==> src/rtl/id_operand_stage_pkg.sv <==
// id_operand_stage_pkg
//   Shared widths, ALU op encodings, pipeline state type and the
//   immediate-extend helper for the decode-side operand stage.
package id_operand_stage_pkg;

    localparam int DW   = 32;
    localparam int AW   = 5;
    localparam int NREG = 1 << AW;
    localparam int IMMW = 16;

    typedef enum logic [2:0] {
        ALU_AND = 3'b000,
        ALU_OR  = 3'b001,
        ALU_ADD = 3'b010,
        ALU_SUB = 3'b110,
        ALU_SLT = 3'b111
    } alu_op_e;

    typedef enum logic {
        ST_EMPTY = 1'b0,
        ST_FULL  = 1'b1
    } pipe_state_e;

    function automatic logic [DW-1:0] imm_extend(input logic [IMMW-1:0] imm,
                                                 input logic            sign_ext);
        logic [DW-IMMW-1:0] upper;
        upper = sign_ext ? {(DW-IMMW){imm[IMMW-1]}} : '0;
        return {upper, imm};
    endfunction

endpackage

==> src/rtl/id_operand_stage_if.sv <==
// id_operand_stage_if
//   Valid/ready operand bus between the operand stage and the ALU.
//   master : operand stage (drives out_valid and payload, samples out_ready)
//   slave  : ALU / EX stage (samples payload, drives out_ready)
interface id_operand_stage_if;
    import id_operand_stage_pkg::*;

    logic          out_valid;
    logic          out_ready;
    logic [DW-1:0] a_out;
    logic [DW-1:0] b_out;
    logic [2:0]    op_out;
    logic [AW-1:0] dest_out;
    logic          we_out;

    modport master (
        output out_valid,
        output a_out,
        output b_out,
        output op_out,
        output dest_out,
        output we_out,
        input  out_ready
    );

    modport slave (
        input  out_valid,
        input  a_out,
        input  b_out,
        input  op_out,
        input  dest_out,
        input  we_out,
        output out_ready
    );

endinterface

==> src/rtl/id_operand_stage_regfile_2r1w.sv <==
// regfile_2r1w
//   32-entry architectural register file, two asynchronous read ports and
//   one write port. R0 reads as zero and ignores writes. A read of the
//   index being written in the same cycle returns the incoming write data.
// Ports:
//   clk, rst_n        clock, asynchronous active-low reset (clears storage)
//   ra_addr/ra_data   read port A
//   rb_addr/rb_data   read port B
//   wb_en/wb_addr/wb_data  write port
module regfile_2r1w
    import id_operand_stage_pkg::*;
(
    input  logic          clk,
    input  logic          rst_n,
    input  logic [AW-1:0] ra_addr,
    output logic [DW-1:0] ra_data,
    input  logic [AW-1:0] rb_addr,
    output logic [DW-1:0] rb_data,
    input  logic          wb_en,
    input  logic [AW-1:0] wb_addr,
    input  logic [DW-1:0] wb_data
);

    logic [DW-1:0] mem [NREG];

    always_ff @(posedge clk or negedge rst_n) begin
        if (!rst_n) begin
            for (int i = 0; i < NREG; i++) begin
                mem[i] <= '0;
            end
        end else if (wb_en && (wb_addr != '0)) begin
            mem[wb_addr] <= wb_data;
        end
    end

    // R0 check comes first so a write aimed at R0 can never be bypassed.
    always_comb begin
        ra_data = mem[ra_addr];
        if (ra_addr == '0) begin
            ra_data = '0;
        end else if (wb_en && (wb_addr == ra_addr)) begin
            ra_data = wb_data;
        end
    end

    always_comb begin
        rb_data = mem[rb_addr];
        if (rb_addr == '0) begin
            rb_data = '0;
        end else if (wb_en && (wb_addr == rb_addr)) begin
            rb_data = wb_data;
        end
    end

endmodule

==> src/rtl/id_operand_stage.sv <==
// id_operand_stage
//   Operand stage in front of the 32-bit ALU. Reads rs/rt from the register
//   file, selects operand B (register or extended immediate) and registers
//   operands, ALU op and destination info into a one-entry valid/ready slot.
// Ports:
//   clk, rst_n              clock, asynchronous active-low reset
//   in_valid/in_ready       upstream handshake
//   rs, rt, imm, use_imm, sign_ext, op_in, dest_in, we_in   instruction fields
//   flush                   drop held entry and same-cycle input
//   wb_en/wb_addr/wb_data   register-file writeback
//   alu                     registered operand bus to the ALU (master side)
//
// Pipeline state
//   state    | meaning
//   ---------+-----------------------------------------------
//   ST_EMPTY | no valid operands held; always ready
//   ST_FULL  | operands held for the ALU; ready only if drained
module id_operand_stage
    import id_operand_stage_pkg::*;
(
    input  logic                 clk,
    input  logic                 rst_n,

    input  logic                 in_valid,
    output logic                 in_ready,
    input  logic [AW-1:0]        rs,
    input  logic [AW-1:0]        rt,
    input  logic [IMMW-1:0]      imm,
    input  logic                 use_imm,
    input  logic                 sign_ext,
    input  logic [2:0]           op_in,
    input  logic [AW-1:0]        dest_in,
    input  logic                 we_in,
    input  logic                 flush,

    input  logic                 wb_en,
    input  logic [AW-1:0]        wb_addr,
    input  logic [DW-1:0]        wb_data,

    id_operand_stage_if.master   alu
);

    pipe_state_e   state;
    logic [DW-1:0] rs_data;
    logic [DW-1:0] rt_data;
    logic [DW-1:0] b_sel;
    logic          accept;

    logic [DW-1:0] a_q;
    logic [DW-1:0] b_q;
    logic [2:0]    op_q;
    logic [AW-1:0] dest_q;
    logic          we_q;

    regfile_2r1w u_regfile (
        .clk     (clk),
        .rst_n   (rst_n),
        .ra_addr (rs),
        .ra_data (rs_data),
        .rb_addr (rt),
        .rb_data (rt_data),
        .wb_en   (wb_en),
        .wb_addr (wb_addr),
        .wb_data (wb_data)
    );

    assign b_sel = use_imm ? imm_extend(imm, sign_ext) : rt_data;

    // in_ready deliberately ignores in_valid and flush so upstream never
    // sees a combinational loop through its own request.
    assign in_ready = (state == ST_EMPTY) || alu.out_ready;
    assign accept   = in_valid && in_ready && !flush;

    always_ff @(posedge clk or negedge rst_n) begin
        if (!rst_n) begin
            state  <= ST_EMPTY;
            a_q    <= '0;
            b_q    <= '0;
            op_q   <= '0;
            dest_q <= '0;
            we_q   <= 1'b0;
        end else begin
            unique case (state)
                ST_EMPTY: begin
                    if (accept) begin
                        state <= ST_FULL;
                    end
                end
                ST_FULL: begin
                    if (flush) begin
                        state <= ST_EMPTY;
                    end else if (alu.out_ready && !accept) begin
                        state <= ST_EMPTY;
                    end
                end
                default: state <= ST_EMPTY;
            endcase

            // Payload only moves on accept, so a stalled entry stays
            // bit-stable even if its source registers are rewritten.
            if (accept) begin
                a_q    <= rs_data;
                b_q    <= b_sel;
                op_q   <= op_in;
                dest_q <= dest_in;
                we_q   <= we_in;
            end
        end
    end

    assign alu.out_valid = (state == ST_FULL);
    assign alu.a_out     = a_q;
    assign alu.b_out     = b_q;
    assign alu.op_out    = op_q;
    assign alu.dest_out  = dest_q;
    assign alu.we_out    = we_q;

endmodule

==> src/flat_wrapper.sv <==
// flat-port wrapper written by rule: the top's interface ports become plain ports
module id_operand_stage_flat import id_operand_stage_pkg::*;
  (clk, rst_n, in_valid, in_ready, rs, rt, imm, use_imm, sign_ext, op_in, dest_in, we_in, flush, wb_en, wb_addr, wb_data, alu_out_valid, alu_a_out, alu_b_out, alu_op_out, alu_dest_out, alu_we_out, alu_out_ready);
  id_operand_stage_if alu_i ();
  input  logic clk;
  input  logic rst_n;
  input  logic in_valid;
  output logic in_ready;
  input  logic [AW-1:0] rs;
  input  logic [AW-1:0] rt;
  input  logic [IMMW-1:0] imm;
  input  logic use_imm;
  input  logic sign_ext;
  input  logic [2:0] op_in;
  input  logic [AW-1:0] dest_in;
  input  logic we_in;
  input  logic flush;
  input  logic wb_en;
  input  logic [AW-1:0] wb_addr;
  input  logic [DW-1:0] wb_data;
  output wire logic [$bits(alu_i.out_valid)-1:0] alu_out_valid;
  output wire logic [$bits(alu_i.a_out)-1:0] alu_a_out;
  output wire logic [$bits(alu_i.b_out)-1:0] alu_b_out;
  output wire logic [$bits(alu_i.op_out)-1:0] alu_op_out;
  output wire logic [$bits(alu_i.dest_out)-1:0] alu_dest_out;
  output wire logic [$bits(alu_i.we_out)-1:0] alu_we_out;
  input wire logic [$bits(alu_i.out_ready)-1:0] alu_out_ready;
  assign alu_out_valid = alu_i.out_valid;
  assign alu_a_out = alu_i.a_out;
  assign alu_b_out = alu_i.b_out;
  assign alu_op_out = alu_i.op_out;
  assign alu_dest_out = alu_i.dest_out;
  assign alu_we_out = alu_i.we_out;
  assign alu_i.out_ready = alu_out_ready;
  id_operand_stage u_core (.clk(clk), .rst_n(rst_n), .in_valid(in_valid), .in_ready(in_ready), .rs(rs), .rt(rt), .imm(imm), .use_imm(use_imm), .sign_ext(sign_ext), .op_in(op_in), .dest_in(dest_in), .we_in(we_in), .flush(flush), .wb_en(wb_en), .wb_addr(wb_addr), .wb_data(wb_data), .alu(alu_i));
endmodule
==> config.mk <==
export PLATFORM = sky130hd
export DESIGN_NAME = id_operand_stage_flat
export DESIGN_NICKNAME = d
export VERILOG_FILES = /design/src/rtl/id_operand_stage_pkg.sv /design/src/rtl/id_operand_stage_if.sv /design/src/rtl/id_operand_stage_regfile_2r1w.sv /design/src/rtl/id_operand_stage.sv /design/src/flat_wrapper.sv
export SDC_FILE = /design/constraint.sdc
export NUM_CORES = 2
export LEC_CHECK = 0
export CORE_ASPECT_RATIO = 2
export CORE_UTILIZATION = 40
export CTS_BUF_LIST = sky130_fd_sc_hd__clkbuf_4
export CTS_CLUSTER_SIZE = 12
export DETAILED_ROUTE_END_ITERATION = 10
export HOLD_SLACK_MARGIN = 0.08
export PLACE_DENSITY = 0.67
export RECOVER_POWER = 100
export SYNTH_ARGS = -nofsm -noshare
export SYNTH_HDL_FRONTEND = slang
export SYNTH_SLANG_ARGS = --single-unit
==> constraint.sdc <==
create_clock -name clk -period 3.75 [get_ports clk]
set_clock_uncertainty 0.05 [all_clocks]
set_input_delay 0.9375 -clock clk [delete_from_list [all_inputs] [get_ports clk]]
set_output_delay 0.9375 -clock clk [all_outputs]
set_load 0.05 [all_outputs]
==> impl_metrics.tcl <==
set metrics [dict create \
    syn_inst 3769 \
    combPwrFrac 0.234 \
    remaining_drc_errors 0 \
    regToRegSetupSlack_ps 70 \
    layout-drive-gt1-share 0.503 \
    hold_ws_ps 345 \
    outcome "finished with violations" \
    p_switching_mw 10.3 \
    routedWlPerCell_um 32.4 \
    finalHoldViolCount 0 \
    min_from "u_core.u_regfile.mem[1000]" \
    slew-limit-headroom -0.602 \
    maxCapViolations 28 \
    power.total_mw 33.4 \
    synth_top_area_share 0.479 \
    root_buffer "clkbuf_4" \
    worst_pin_slew_ps 2400 \
    utilization 0.455 \
    vias 38900 \
    pwr-share-clk 0.289 \
    ys_seq_area_frac 0.479 \
    cp-start-kind "input pin" \
    ys_seq_elements 1098 \
    numPortBuffers 154 \
    hold_class "flop to flop" \
    crit_path_max_fanout 20 \
    antenna_found_initial 10 \
    clockBufferDepth 4 \
    cts_htree_levels 4 \
    gp_congestion 0.849 \
    slew_violations 591 \
    postSynth.asyncResetShare 1.00 \
    ctsHoldBuffers 1 \
    period_share 0.999 \
    violations "max-capacitance violations, max-slew violations" \
    path_cells "dlygate4sd3_1 > or3b_2 > nor2_1 > clkbuf_1 > mux2_2" \
    numCtsBuffers 248 \
    worstReg2RegStart "u_core.alu.out_valid" \
    crit_type "input pin to flop" \
    fmax_mhz 267 \
    worst_setup_path_end_kind "flop" \
    yosysTopAreaCell "dfrtp_1" \
    die_w_um 270 \
    vias_per_cell 6.41 \
    cts_tree "yes" \
    ir_drop_mv 0.250 \
    synth_ff_type "dfrtp_1" \
    start_util 0.402 \
    clk_pin_slew_ps 70 \
    fin_crit_ps 3750 \
    grt_pass1_wl_um 287000 \
    slowest_delay_ps 1720 \
    yosysUniqueCellTypes 41 \
    post_cts_buffers 0 \
    rsz0062_at_grt "no" \
    leakagePower_nw 27.9 \
    required_ps 4630 \
    cp_slowest_cell "clkbuf_1" \
    power_frac_seq 0.477 \
    crit_start "wb_addr[1]" \
    setup_tns_ps 0 \
    reg2regPathDepth 5 \
    cp.arrival_ps 4630 \
    synth_warnings 0 \
    syn_area_um2 57300 \
    synthTopCellsByArea "dfrtp_1, mux2_2, mux4_2, mux2i_1, clkbuf_1" \
    crit_cells 5 \
    grt_use_total 0.272 \
    switching_share 0.307 \
    synth_edf_count 0 \
    gr-total-overflow 0 \
    core_um2 142000 \
    crit_buf_inv 2 \
    drt-initial-drc-count 3659 \
    dieArea_um2 145000 \
    synth_fp_nets 3849 \
    drt_wl_total_um 197000 \
    hpwlAfterDp_um 128000 \
    setup_viol 0 \
    p_int_mw 23.1 \
    num-fill-cells 12500 \
    cts_resized 0 \
    nets 4076 \
    antenna_left 0 \
    first_pass_iters 6 \
    die_h_um 537 \
    grt_pass1_vias 41400 \
    hold_depth 0 \
    cts_sinks 1098 \
    areaGrowthSynthToFinish_pct 13.1 \
    grt_max_degree 123 \
    path_delay_family "buffers and inverters" \
    rows 196 \
    p_per_area_nw_per_um2 515 \
    worstSkewPairLatency_ps 1160 \
    pin_count 155 \
    postSynthAreaPerCell_um2 15.2 \
]
[synthesized netlist by cell type (2+ instances only)]
cell type / n
buf_1: 64
inv_1: 3
nand3b_1: 3
a21oi_1: 50
a221oi_1: 96
o32a_1: 16
a32oi_1: 32
nor3_1: 2
buf_6: 9
mux4_2: 496
o211ai_1: 2
xnor2_1: 10
nand3_1: 67
nor2b_1: 2
o21ai_0: 43
mux2i_1: 192
nand2_1: 49
buf_2: 59
and2_1: 2
o22a_1: 15
clkbuf_1: 286
buf_4: 24
or2_2: 3
a22oi_1: 48
nor2_1: 22
mux2_2: 992
o21ai_1: 5
nand4_1: 34
nor3b_1: 4
dfrtp_1: 1098
a221o_1: 31
[layout make-up]
class                      instances  area [um2]  share of cell area
multi-input combinational       2226       28000               0.432
sequential                      1098       27500               0.424
timing repair buffer             419        3800              0.0586
clock buffer                     376        2820              0.0435
tap                             1881        2350              0.0363
clock inverter                    58         320             0.00494
antenna                            7        17.5            0.000270
inverter                           3        11.3            0.000174
[cells in the final DEF, fill, tap and decap left out, drive strengths merged, types with 2 or more instances in the layout]
cell type,instances
a21oi,50
a221o,31
a221oi,96
a22oi,48
a32oi,32
and2,2
buf,171
bufinv,3
clkbuf,480
clkdlybuf4s50,67
clkinv,52
clkinvlp,3
dfrtp,1098
diode,7
dlygate4sd3,77
inv,3
mux2,992
mux2i,192
mux4,496
nand2,49
nand3,67
nand3b,3
nand4,34
nor2,22
nor2b,2
nor3,2
nor3b,4
o211ai,2
o21ai,48
o22a,15
o32a,16
or2,3
xnor2,10
[cells by family after synthesis]
group	synth area share
AO/OA/AOI/OAI	0.0459
XOR/XNOR	0.00153
buffers and inverters	0.0332
flip-flops	0.479
multiplexers	0.423
AND/OR/NAND/NOR	0.0167
[final timing paths]
path                                              end
min in group asynchronous   u_core.u_regfile.mem[984]
max in group asynchronous   u_core.u_regfile.mem[325]
setup / recovery            u_core.u_regfile.mem[610]
hold / removal             u_core.u_regfile.mem[1000]
setup reg to reg                 u_core.alu.op_out[1]
hold reg to reg            u_core.u_regfile.mem[1000]
[state kept, by name, summed over array words and instances, names as in the netlist]
| register | flops |
|---|---|
| u_core.alu.dest_out | 5 |
| u_core.alu.a_out | 32 |
| u_core.alu.we_out | 1 |
| u_core.alu.b_out | 32 |
| u_core.alu.op_out | 3 |
| u_core.u_regfile.mem | 1024 |
| u_core.alu.out_valid | 1 |
[power groups by stage]
stage | Combinational, mW | Sequential [mW] | Clock (mW)
6_report | 7.80 | 16.0 | 9.66
2_1_floorplan | 5.07 | 16.0 | 0
3_5_place_dp | 7.92 | 16.1 | 0
3_3_place_gp | 7.75 | 15.9 | 0
4_1_cts | 7.94 | 15.9 | 9.90
5_1_grt | 8.23 | 16.2 | 10.4
[routing by layer]
metal	GRT usage	routed length [um]
met5	0	40
met4	0.197	15700
met2	0.460	98200
met1	0.310	69000
met3	0.0500	13700
[metrics by stage]
step	worst slack (ps)	cell area, um2	instances
after floorplan	810	57300	3769
after global placement	177	62600	5626
after detailed placement	147	62600	5626
after CTS	26.7	65800	6061
after global routing	28.9	64800	6066
final	4.54	64800	6068
[worst register-to-register path, delay by kind of cell (launching register included)]
kind | cells | cell delay [ps]
DFF | 1 | 340
buffers and inverters | 1 | 1530
and+or+nand+nor | 4 | 1590
No activity file was read; power rests on OpenSTA's default activity.
